### src/rtl/msg_frame_pkg.sv
// Shared types and header layout constants for the framed message sender.
package msg_frame_pkg;

  typedef enum logic [2:0] {
    ST_IDLE,
    ST_NEXT,
    ST_FETCH,
    ST_FETCH_WAIT,
    ST_WAIT_EMPTY,
    ST_LOAD,
    ST_GUARD,
    ST_DONE
  } state_t;

  localparam int HDR_BYTES  = 8;
  localparam int OFS_SYNC   = 0;
  localparam int OFS_TOTAL  = 2;
  localparam int OFS_MSG_ID = 4;
  localparam int OFS_SEQ    = 6;
  localparam int CSUM_W     = 8;

  // 16-bit fields go out LSB first: even offset = low byte.
  function automatic logic [7:0] field_byte(input logic [15:0] field, input logic hi);
    return hi ? field[15:8] : field[7:0];
  endfunction

endpackage

### src/rtl/msg_frame_hdr_mux.sv
// Selects the header byte for a given index, or the checksum byte when the
// trailer is being sent.
module msg_frame_hdr_mux
  import msg_frame_pkg::*;
#(
  parameter logic [15:0] MSG_ID    = 16'd100,
  parameter logic [15:0] SYNC_WORD = 16'h1234
) (
  input  logic [2:0]        byte_idx,
  input  logic              sel_csum,
  input  logic [15:0]       total,
  input  logic [15:0]       seq_number,
  input  logic [CSUM_W-1:0] csum,
  output logic [7:0]        hdr_byte
);

  always_comb begin
    hdr_byte = '0;
    if (sel_csum) begin
      hdr_byte = csum;
    end else begin
      case (byte_idx[2:1])
        2'(OFS_SYNC / 2):   hdr_byte = field_byte(SYNC_WORD, byte_idx[0]);
        2'(OFS_TOTAL / 2):  hdr_byte = field_byte(total, byte_idx[0]);
        2'(OFS_MSG_ID / 2): hdr_byte = field_byte(MSG_ID, byte_idx[0]);
        2'(OFS_SEQ / 2):    hdr_byte = field_byte(seq_number, byte_idx[0]);
        default:            hdr_byte = '0;
      endcase
    end
  end

endmodule

### src/rtl/msg_frame_sender.sv
// Builds one framed message (header, optional RAM payload, optional checksum)
// and hands it byte by byte to the P2S serializer.
//
//   state         | meaning
//   --------------+-----------------------------------------------------
//   ST_IDLE       | Ready=1, waiting for Send
//   ST_NEXT       | classify current byte index (header/csum vs payload)
//   ST_FETCH      | RamRead strobe for payload byte idx-8
//   ST_FETCH_WAIT | RAM data returns, captured at end of cycle
//   ST_WAIT_EMPTY | hold until serializer reports empty
//   ST_LOAD       | LoadByte strobe, checksum accumulate, idx++
//   ST_GUARD      | settle cycle, P2S_Empty ignored; finish or loop
//   ST_DONE       | Done pulse, back to idle
module msg_frame_sender
  import msg_frame_pkg::*;
#(
  parameter logic [15:0] MSG_ID      = 16'd100,
  parameter logic [15:0] SYNC_WORD   = 16'h1234,
  parameter int          MAX_PAYLOAD = 256,
  parameter int          CHECKSUM_EN = 0,
  parameter int          LEN_W       = (MAX_PAYLOAD > 0) ? $clog2(MAX_PAYLOAD + 1) : 1,
  parameter int          ADDR_W      = (MAX_PAYLOAD > 1) ? $clog2(MAX_PAYLOAD) : 1
) (
  input  logic              Clock,
  input  logic              Clear,
  input  logic              Send,
  input  logic [15:0]       SeqNumber,
  input  logic [LEN_W-1:0]  PayloadLen,
  input  logic              P2S_Empty,
  input  logic [7:0]        RamData,
  output logic              Ready,
  output logic              Done,
  output logic              LoadByte,
  output logic [7:0]        MsgByte,
  output logic              RamRead,
  output logic [ADDR_W-1:0] RamAddr
);

  state_t              state_q, state_d;
  logic [15:0]         idx_q;
  logic [15:0]         total_q;
  logic [15:0]         pay_end_q;
  logic [15:0]         seq_q;
  logic [CSUM_W-1:0]   csum_q;
  logic [7:0]          payload_q;

  logic                ready_q, done_q, load_q, rd_q;
  logic [7:0]          msg_q;
  logic [ADDR_W-1:0]   addr_q;

  logic [15:0]         len_c;
  logic                is_hdr, is_csum;
  logic [7:0]          hdr_byte, cur_byte;

  // Oversized requests are silently clamped to the payload capacity.
  always_comb begin
    len_c = 16'(PayloadLen);
    if (32'(PayloadLen) > 32'(MAX_PAYLOAD))
      len_c = 16'(MAX_PAYLOAD);
  end

  always_comb begin
    is_hdr   = (idx_q < 16'(HDR_BYTES));
    is_csum  = (CHECKSUM_EN != 0) && (idx_q == pay_end_q);
    cur_byte = (is_hdr || is_csum) ? hdr_byte : payload_q;
  end

  msg_frame_hdr_mux #(
    .MSG_ID    (MSG_ID),
    .SYNC_WORD (SYNC_WORD)
  ) u_hdr_mux (
    .byte_idx   (idx_q[2:0]),
    .sel_csum   (is_csum),
    .total      (total_q),
    .seq_number (seq_q),
    .csum       (csum_q),
    .hdr_byte   (hdr_byte)
  );

  always_comb begin
    state_d = state_q;
    case (state_q)
      ST_IDLE:       if (Send) state_d = ST_NEXT;
      ST_NEXT:       state_d = (is_hdr || is_csum) ? ST_WAIT_EMPTY : ST_FETCH;
      ST_FETCH:      state_d = ST_FETCH_WAIT;
      ST_FETCH_WAIT: state_d = ST_WAIT_EMPTY;
      ST_WAIT_EMPTY: if (P2S_Empty) state_d = ST_LOAD;
      ST_LOAD:       state_d = ST_GUARD;
      ST_GUARD:      state_d = (idx_q == total_q) ? ST_DONE : ST_NEXT;
      ST_DONE:       state_d = ST_IDLE;
      default:       state_d = ST_IDLE;
    endcase
  end

  // Strobes are registered from the next state so they line up with it.
  always_ff @(posedge Clock) begin
    if (Clear) begin
      state_q   <= ST_IDLE;
      idx_q     <= '0;
      total_q   <= '0;
      pay_end_q <= '0;
      seq_q     <= '0;
      csum_q    <= '0;
      payload_q <= '0;
      ready_q   <= 1'b1;
      done_q    <= 1'b0;
      load_q    <= 1'b0;
      rd_q      <= 1'b0;
      msg_q     <= '0;
      addr_q    <= '0;
    end else begin
      state_q <= state_d;
      ready_q <= (state_d == ST_IDLE);
      done_q  <= (state_d == ST_DONE);
      load_q  <= (state_d == ST_LOAD);
      rd_q    <= (state_d == ST_FETCH);

      if (state_q == ST_IDLE && Send) begin
        seq_q     <= SeqNumber;
        pay_end_q <= 16'(HDR_BYTES) + len_c;
        total_q   <= 16'(HDR_BYTES) + len_c + 16'(CHECKSUM_EN);
        idx_q     <= '0;
        csum_q    <= '0;
      end

      if (state_d == ST_FETCH)
        addr_q <= ADDR_W'(idx_q - 16'(HDR_BYTES));

      if (state_q == ST_FETCH_WAIT)
        payload_q <= RamData;

      if (state_q == ST_WAIT_EMPTY && state_d == ST_LOAD)
        msg_q <= cur_byte;

      if (state_q == ST_LOAD) begin
        csum_q <= csum_q + msg_q;
        idx_q  <= idx_q + 16'd1;
      end
    end
  end

  assign Ready    = ready_q;
  assign Done     = done_q;
  assign LoadByte = load_q;
  assign MsgByte  = msg_q;
  assign RamRead  = rd_q;
  assign RamAddr  = addr_q;

endmodule

### config.mk
export PLATFORM = sky130hd
export DESIGN_NAME = msg_frame_sender
export DESIGN_NICKNAME = d
export VERILOG_FILES = /design/src/rtl/msg_frame_pkg.sv /design/src/rtl/msg_frame_hdr_mux.sv /design/src/rtl/msg_frame_sender.sv
export SDC_FILE = /design/constraint.sdc
export NUM_CORES = 1
export LEC_CHECK = 0
export ABC_AREA = 0
export CAP_MARGIN = 20
export CORE_UTILIZATION = 29
export DETAILED_ROUTE_END_ITERATION = 8
export DONT_BUFFER_PORTS = 1
export GPL_TIMING_DRIVEN = 0
export PLACE_DENSITY = 0.44
export SYNTH_ARGS = -nofsm -noshare
export SYNTH_HDL_FRONTEND = slang
export SYNTH_SLANG_ARGS = --single-unit
### constraint.sdc
create_clock -name Clock -period 2.1 [get_ports Clock]
set_input_delay 0.525 -clock Clock [delete_from_list [all_inputs] [get_ports Clock]]
set_output_delay 0.525 -clock Clock [all_outputs]
set_load 0.1 [all_outputs]
==> reports/results.txt <==
Post-synth net total: 472
Reg-to-reg endpoint: seq_q[15]
F_max: 528.0 MHz
FF-to-FF path depth: 6
DP Worst Slack: -0.09055 ns
Worst Tran Pin Value: 1.009 ns
Final worst slack: 0.2060 ns
First-pass GRT wire length: 17.05 mm
Final Hold Vio Count: 0
Core area: 12060 sq um
CP top delay family: buffers and inverters
Ys async rst share: 0%
Max clock buf depth: 2
Synth top area cells: dfxtp_1 (41%), a21oi_1 (6.3%), nand2_1 (5.3%)
Multi-input combinational cell area: 1911 sq um
Share of the synthesized area in the top cell type: 40.70%
RSZ-0062 raised after global routing: no
WS Path Type: register to register
Slew headroom: 32.64%
Final setup viols: 0
Vias/cell: 5.103
CP peak stage delay: 0.45 ns
Gpl congestion: 0.8301
HP Start: Send
CP max-delay cell: nor4b_2
Initial antenna violation count: 0
Via count: 3133
Number of port buffers: 0
Worst Setup End Kind: register
Post-CTS Setup Bufs: 0
DR iter-0 viols: 213
Max-cap violations: 0
Clock slew seen by the registers of the worst setup and hold paths: 0.06 ns
Initial core utilization: 29.77%
Adder-cell share of the synthesized area: 1.394%
Pleak: 1.423 nW
Reg-to-reg critical path startpoint: state_q[1]
Hold Path Stages: 1
Count leader, synth: dfxtp_1
Worst hold path class: input pin to register
Worst Hold End: Ready
Complex-gate fraction of the synthesized area: 17.14%
CTS tree: yes
Most used cell, CP: buf_2
Critical Path Fanout Max: 10
Cells after synthesis: 431
Peak VDD IR: 0.3634 mV
Pwr/cell area: 854.3 nW/um^2
Buf+Inv Stages, Crit Path: 3
Total Wirelength: 10.63 mm
Worst path cell trace: buf_2 -> nor4b_2 -> buf_2 -> buf_2 -> nand2_1 -> a21oi_1
Fin Setup TNS: 0 ns
Post-layout util: 34.18%
Combinational family with the most area after synthesis: simple AND/OR/NAND/NOR gates
Synthesis Warnings: 0
DRT Pass-1 Iters: 4
Post-Synth Simple-Gate Area: 25.85%
Register area share after synthesis: 40.70%
Area of the die: 12830 sq um
Outcome: finished, final reports clean
Overall die height: 113.3 microns
GRT Residual Overflow: 0
Predominant post-synthesis flop cell: dfxtp_1
Overall Power: 3.522 mW
Synth Area in XOR/XNOR: 3.902%
Tmin final: 1.894 ns
Fraction of layout cells with a size suffix above 1: 10.31%
ANT cells: 0
Clock skew: 0.005370 ns
Worst setup SP type: register
Final-report max-slew violation count: 0
HPWL Detailed: 7.824 mm
H-Tree Level Count: 3
Worst-skew pair later-pin latency: 0.33 ns
R2R Setup Slk: 0.21 ns
Synth cell types: 56
Area Growth Syn to Fin: 14.81%
Fillers: 1295
Synth top cells by count: dfxtp_1 (73), nand2_1 (51), a21oi_1 (45), nor2_1 (33), nand3_1 (23)
WP data required: 2.35 ns
Storage cell area: 1461 sq um
Critical Path AT: 2.14 ns
Netlist Area Pre-Place: 3591 sq um
Final ANT Viol Nets: 0
Gr usage total: 17.59%
Root buffer cell: clkbuf_16
PostCTS Resize Cnt: 0
CTS hold repair buffers: 0
Count of flip-flops with a built-in enable after synthesis: 0
Vias in the first global route: 3022
Num Clock Sinks: 73
Tcrit/Tclk final: 90.19%
FP Rows: 40
Maximum number of pins on one net before global-route repair: 13
Worst hold slack: 0.2861 ns
Synth Area per Inst: 8.332 sq um
#FFs+latches synth: 73
I/O pins: 57
CTS Buf Count: 9
# DRC: 0
Drt wl/cell: 17.31 microns
Die X: 113.3 microns
Mux share of post-synthesis cell area: 4.913%
Leading area contributor after synthesis: dfxtp_1
Post-layout nets: 483
[per-layer routing]
layer	track usage (%)	part of all wire, %
met5	0	0
met1	24.05	49
met4	4.912	0.66
met2	27.36	44
met3	4.446	6.1
[where the power goes]
part           switching (mW)  internal (mW)
clock network           0.581           1.06
logic                   0.206          0.109
registers               0.120           1.44
[registers in the layout, summed over array words and instances (netlist names)]
register   count
idx_q         16
payload_q      8
MsgByte        8
RamRead        1
RamAddr        8
total_q       10
state_q        3
Done           1
LoadByte       1
Ready          1
seq_q         16
[cell type report]
cell class | instances | area share, %
buffer | 41 | 4.552
clock buffer | 10 | 5.797
tap | 168 | 5.099
multi-input combinational | 308 | 46.34
clock inverter | 5 | 1.942
inverter | 9 | 0.8194
sequential | 73 | 35.45
[worst max path at each step]
| stage | cells past startpoint | slack, ns | start | to |
|---|---|---|---|---|
| after floorplan | 5 | 0.48 | Send | total_q[6] |
| after detailed placement | 4 | -0.09 | Clear | idx_q[9] |
| after CTS | 6 | 0.13 | idx_q[0] | MsgByte[3] |
| after global placement | 4 | -0.09 | Clear | idx_q[9] |
| after global routing | 6 | 0.04 | idx_q[0] | MsgByte[1] |
| final | 6 | 0.21 | state_q[1] | seq_q[15] |
[metrics by stage]
| step | instances | cell area, sq um |
|---|---|---|
| after floorplan | 431 | 3591 |
| after global placement | 599 | 3801 |
| after detailed placement | 599 | 3801 |
| after CTS | 614 | 4120 |
| after global routing | 614 | 4123 |
| final | 614 | 4123 |
[logic make-up (layout without fill, tap and decap cells)]
| family | count (synthesis) | in the layout |
|---|---|---|
| flops | 73 | 73 |
| simple gates | 173 | 173 |
| buf+inv | 50 | 65 |
| fa+ha+maj | 4 | 4 |
| xor+xnor | 16 | 16 |
| compound gates | 99 | 99 |
| mux | 16 | 16 |
[worst register-to-register path: stages, from the launching register on]
cell and delay (ns):
dfxtp_1 0.32, buf_2 0.18, nor4b_2 0.45, buf_2 0.33, buf_2 0.28, nand2_1 0.11, a21oi_1 0.14
[cell usage in the layout (no fill, tap or decap), types with 6 or more instances in the layout]
| cell type | instances |
|---|---|
| nand2_1 | 51 |
| nor3_1 | 10 |
| clkbuf_1 | 21 |
| a311oi_1 | 11 |
| inv_1 | 9 |
| o21ai_0 | 14 |
| dfxtp_1 | 73 |
| nand3_1 | 23 |
| mux2i_1 | 12 |
| a21oi_1 | 45 |
| nand4_1 | 7 |
| xnor2_1 | 15 |
| buf_2 | 16 |
| nor2_1 | 33 |
| nand2b_1 | 7 |
| nand3b_1 | 6 |
| clkbuf_16 | 9 |
(Power assumes the default switching activity.)
